$ cat src/rtl/fifo_serial_tx.sv
// fifo_serial_tx
//   Pulls one word at a time from an upstream FIFO and sends it on a serial
//   line. Frame: start bit (0), Data_width data bits LSB-first, optional even
//   parity bit, stop bit (1). Each bit lasts CLKS_PER_BIT clocks.
//
//   Optional feature: define FIFO_SERIAL_TX_PARITY_EN to add the parity bit
//   (XOR of all data bits) between the last data bit and the stop bit.
//
// Parameters
//   Data_width    width of the FIFO word that is serialized
//   CLKS_PER_BIT  clk cycles per bit-time (2 .. 65535)
//
// Ports
//   clk         system clock, rising edge
//   reset       synchronous, active-high
//   tx_en       permits starting a new frame (looked at only while idle)
//   fifo_empty  upstream FIFO empty flag
//   fifo_data   registered FIFO read data, valid the cycle after fifo_rd_en
//   fifo_rd_en  one-cycle read strobe
//   tx          serial line, idle high, registered
//   busy        high whenever a frame is in progress
//   frame_done  one-cycle pulse in the last cycle of the stop bit
module fifo_serial_tx #(
   parameter int Data_width   = 16,
   parameter int CLKS_PER_BIT = 4
) (
   input  logic                  clk,
   input  logic                  reset,
   input  logic                  tx_en,
   input  logic                  fifo_empty,
   input  logic [Data_width-1:0] fifo_data,
   output logic                  fifo_rd_en,
   output logic                  tx,
   output logic                  busy,
   output logic                  frame_done
);

   localparam int CW = (CLKS_PER_BIT > 1) ? $clog2(CLKS_PER_BIT) : 1;
   localparam int IW = (Data_width > 1) ? $clog2(Data_width) : 1;
   localparam logic [CW-1:0] CNT_LAST = CW'(CLKS_PER_BIT - 1);
   localparam logic [IW-1:0] IDX_LAST = IW'(Data_width - 1);

   typedef enum logic [2:0] {
      IDLE  = 3'd0,
      RD    = 3'd1,
      LOAD  = 3'd2,
      START = 3'd3,
      DATA  = 3'd4,
`ifdef FIFO_SERIAL_TX_PARITY_EN
      PAR   = 3'd6,
`endif
      STOP  = 3'd5
   } state_t;

   state_t                state, state_nxt;
   logic [CW-1:0]         cnt, cnt_nxt, cnt_inc;
   logic [IW-1:0]         idx, idx_nxt;
   logic [Data_width-1:0] shreg, shreg_nxt;
   logic                  tx_nxt;
   logic                  bit_end;
`ifdef FIFO_SERIAL_TX_PARITY_EN
   logic                  par_bit, par_nxt;
`endif

   assign bit_end = (cnt == CNT_LAST);
   assign cnt_inc = bit_end ? '0 : cnt + CW'(1);

   // All outputs are decodes of registered state, or registers themselves.
   assign fifo_rd_en = (state == RD);
   assign busy       = (state != IDLE);
   assign frame_done = (state == STOP) && bit_end;

   always_ff @(posedge clk) begin
      if (reset) begin
         state <= IDLE;
         cnt   <= '0;
         idx   <= '0;
         shreg <= '0;
         tx    <= 1'b1;
`ifdef FIFO_SERIAL_TX_PARITY_EN
         par_bit <= 1'b0;
`endif
      end else begin
         state <= state_nxt;
         cnt   <= cnt_nxt;
         idx   <= idx_nxt;
         shreg <= shreg_nxt;
         tx    <= tx_nxt;
`ifdef FIFO_SERIAL_TX_PARITY_EN
         par_bit <= par_nxt;
`endif
      end
   end

   always_comb begin
      state_nxt = state;
      cnt_nxt   = '0;
      idx_nxt   = idx;
      shreg_nxt = shreg;
`ifdef FIFO_SERIAL_TX_PARITY_EN
      par_nxt   = par_bit;
`endif
      case (state)
         IDLE: begin
            idx_nxt = '0;
            if (tx_en && !fifo_empty) state_nxt = RD;
         end
         RD: state_nxt = LOAD;
         LOAD: begin
            // fifo_data is valid now, one cycle after the strobe
            shreg_nxt = fifo_data;
`ifdef FIFO_SERIAL_TX_PARITY_EN
            par_nxt   = ^fifo_data;
`endif
            idx_nxt   = '0;
            state_nxt = START;
         end
         START: begin
            cnt_nxt = cnt_inc;
            if (bit_end) state_nxt = DATA;
         end
         DATA: begin
            cnt_nxt = cnt_inc;
            if (bit_end) begin
               // next data bit is always presented at shreg[0]
               shreg_nxt = shreg >> 1;
               if (idx == IDX_LAST) begin
                  idx_nxt = '0;
`ifdef FIFO_SERIAL_TX_PARITY_EN
                  state_nxt = PAR;
`else
                  state_nxt = STOP;
`endif
               end else begin
                  idx_nxt = idx + IW'(1);
               end
            end
         end
`ifdef FIFO_SERIAL_TX_PARITY_EN
         PAR: begin
            cnt_nxt = cnt_inc;
            if (bit_end) state_nxt = STOP;
         end
`endif
         STOP: begin
            cnt_nxt = cnt_inc;
            if (bit_end) state_nxt = IDLE;
         end
         default: state_nxt = IDLE;
      endcase

      // tx is registered from the value the line must carry in the next state,
      // so it lines up cycle-exactly with the state register.
      case (state_nxt)
         START:   tx_nxt = 1'b0;
         DATA:    tx_nxt = shreg_nxt[0];
`ifdef FIFO_SERIAL_TX_PARITY_EN
         PAR:     tx_nxt = par_nxt;
`endif
         default: tx_nxt = 1'b1;
      endcase
   end

endmodule
$ cat config.mk
export PLATFORM = sky130hd
export DESIGN_NAME = fifo_serial_tx
export DESIGN_NICKNAME = d
export VERILOG_FILES = /design/src/rtl/fifo_serial_tx.sv
export SDC_FILE = /design/constraint.sdc
export NUM_CORES = 1
export LEC_CHECK = 0
export CORE_ASPECT_RATIO = 0.75
export CORE_MARGIN = 2
export CORE_UTILIZATION = 53
export DETAILED_ROUTE_END_ITERATION = 10
export PLACE_DENSITY = 0.84
export SLEW_MARGIN = 20
export SYNTH_ARGS = -nofsm -noshare
export SYNTH_HDL_FRONTEND = slang
export SYNTH_SLANG_ARGS = --single-unit
export TNS_END_PERCENT = 50
$ cat constraint.sdc
create_clock -name clk -period 2.85 [get_ports clk]
set_clock_uncertainty 0.05 [all_clocks]
set_input_delay 0.855 -clock clk [delete_from_list [all_inputs] [get_ports clk]]
set_output_delay 0.855 -clock clk [all_outputs]
set_load 0.02 [all_outputs]
==> results.cfg <==
[run_status]
status = finished, violations left
violations = DRC

[synth]
syn_nets = 156
synth-seq-cells = 26
synth.top_cell.area_share_pct = 43.7
synthesis.area_um2 = 1190
synth-async-reset-ratio_pct = 0
ys.flop_type = dfxtp_1
yosysWarnings = 0
synth-xor-area-share_pct = 0
ys_seq_area_share_pct = 43.7
yosys.area_share.simple_pct = 20.3
syn-mean-instance-area_um2 = 8.88
synth.area.top_cells = dfxtp_1 (44%), a22oi_1 (10%), a21oi_1 (8.4%), nand2_1 (5.4%), nor2_1 (3.2%)
yosys.area.top_type = dfxtp_1
synth_cells = 134
synthMuxAreaShare_pct = 3.47
ys_types = 36
synth-edff-count = 0
synth_compound_area_share_pct = 24.5
synth_top_family_by_area = compound AO/OA/AOI/OAI gates
synth_fa_ha_area_share_pct = 2.10

[sta]
final_max_slew_viol_count = 0
max_slew.worst_pin.slew_ns = 0.475
period_share_pct = 96.4
hold_ws_ns = 0.389
fin_tns_setup_ns = 0
rsz0062_at_grt = false
max_slew_margin_pct = 68.2
final-setup-viol-count = 0
fin_crit_ns = 2.75
clock.fmax_mhz = 364
hold_viol_final = 0

[floorplan]
start_util_pct = 57.6
num_rows = 14
dieArea_um2 = 2640
fp.dieW_um = 58.7
die_height_um = 45.0
io_pins = 24
core_region_area_um2 = 2070

[critical_path]
r2r_cells = 5
critical_path.startpoint_type = flop
cpPeakStageDelay_ns = 0.56
r2r_slack_ns = 0.74
crit_arrival_ns = 1.84
crit_required_ns = 1.95
worst_setup_path_end_kind = primary output
path_cells = and2b_4 -> and3_1 -> clkdlybuf4s50_1
path_class = reg -> out
rr_endpoint = tx
crit_fanout = 11
worst_r2r_startpoint = cnt[0]
slowest_stage = dfxtp_1

[worst_hold_path]
holdPathStages = 1
min_from = cnt[0]
holdPathEnd = cnt[0]
hold_path_class = reg -> reg

[layout]
syn_to_final_growth_pct = 21.8
multi_input_area_um2 = 599
mostFrequentLayoutCell = dfxtp_1
nNetsFinal = 176
utilization_pct = 70.1
mostFrequentLayoutCells = dfxtp_1 (24), clkdlybuf4s50_1 (23), a21oi_1 (20)
fillers = 166
antennaDiodeCount = 0
stdcell_count = 177
register_area_um2 = 523
drive_gt1_share_pct = 9.80

[detailed_routing]
num_vias = 1054
drt_wl_total_mm = 2.47
vias_per_cell = 5.95
drt_iter0_markers = 43
wl_per_cell_um = 13.9
ant_nets = 0
drcViolationCount = 1
dr.pass1.iters = 10

[placement]
port-buffer-count = 23
hpwl_mm = 1.75
placed_cells = 173
gp_congestion = 0.919

[clock_network]
post_cts_buffers = 0
post_cts_resized = 0
cts-hold-fix-buffers = 0
clk_pin_slew_worst_paths_ns = 0.14
clock_latency_ns = 0.32
cts_tree = yes
cts_max_level = 1
clock_sink_count = 26
cts_made_buffers = 3
clockBufferDepth = 2
cts-root-buf = clkbuf_4

[global_route]
grt_pass1_wl_mm = 4.06
grt_max_degree = 22
grt_pass1_vias = 950
grtUsageTotal_pct = 20.1
antenna_found_initial = 0
overflow = 0

[pwr]
comb_power_share_pct = 17.2
p_leak_nw = 0.541
p_sw_uw = 181
vdd_drop_max_uv = 336
internal_power_uw = 527
power_uw = 708
power_density_nw_per_um2 = 489
p_clk_share_pct = 26.2
switching_share_pct = 25.5
seqPwrFrac_pct = 56.7

[job]
max_cap_viol_count = 0
-- cell usage after synthesis, types with 2 or more instances --
master	count
mux2i_1	3
buf_2	5
a21oi_1	20
nor3_1	2
nor2_1	10
a21o_1	2
nand2_1	17
buf_4	2
inv_1	2
dfxtp_1	26
nor3b_1	2
and3_1	2
a22oi_1	16
ha_1	2
clkbuf_1	2
-- power groups by stage --
stage               clock network, mW  logic, mW  registers (mW)
global route                    0.204      0.134           0.404
finish                          0.185      0.122           0.401
detailed placement                  0      0.122           0.408
global placement                    0      0.119           0.406
floorplan                           0     0.0798           0.400
CTS                             0.186      0.122           0.400
-- flip-flops by register name (all words and copies together) (netlist names) --
name	cells
shreg	16
cnt	2
state	3
tx	1
idx	4
-- cell families after synthesis --
| family | count (synthesis) |
|---|---|
| AND/OR/NAND/NOR | 45 |
| AO/OA/AOI/OAI | 44 |
| flip-flops | 26 |
| buffers and inverters | 13 |
| multiplexers | 4 |
| adder cells (fa/ha/maj) | 2 |
-- per-layer routing --
layer / global-route usage (%) / vias up / wire [um]
li1: - / 519 / -
met1: 27.3 / 499 / 1150
met2: 32.1 / 34 / 1150
met3: 6.30 / 2 / 147
met4: 4.09 / 0 / 13
met5: 0 / - / 0
-- critical path, delay by kind of cell (launching register included) --
kind                   cells  cell delay (ns)
buffers and inverters      1             0.53
flip-flops                 1             0.56
AND/OR/NAND/NOR            2             0.43
-- through the flow --
step | instance area (um2) | setup WS (ns)
CTS | 1450 | 0.0325
floorplan | 1190 | 0.793
global route | 1450 | 0.0375
global placement | 1410 | 0.453
finish | 1450 | 0.101
detailed placement | 1410 | 0.402
-- worst max path at each step --
stage | start | cells after the start | slack [ns] | endpoint
4_1_cts | state[0] | 3 | 0.03 | fifo_rd_en
5_1_grt | state[1] | 3 | 0.04 | frame_done
6_report | state[1] | 3 | 0.10 | frame_done
3_5_place_dp | state[0] | 3 | 0.40 | fifo_rd_en
3_3_place_gp | state[0] | 3 | 0.45 | fifo_rd_en
2_1_floorplan | state[0] | 3 | 0.79 | fifo_rd_en
-- final cells by class --
class                      count  area share, %
timing repair buffer          26           17.4
tap                           24           2.07
clock buffer                   4           2.50
sequential                    26           36.1
inverter                       2          0.518
multi-input combinational     95           41.4
(Power assumes the default switching activity.)
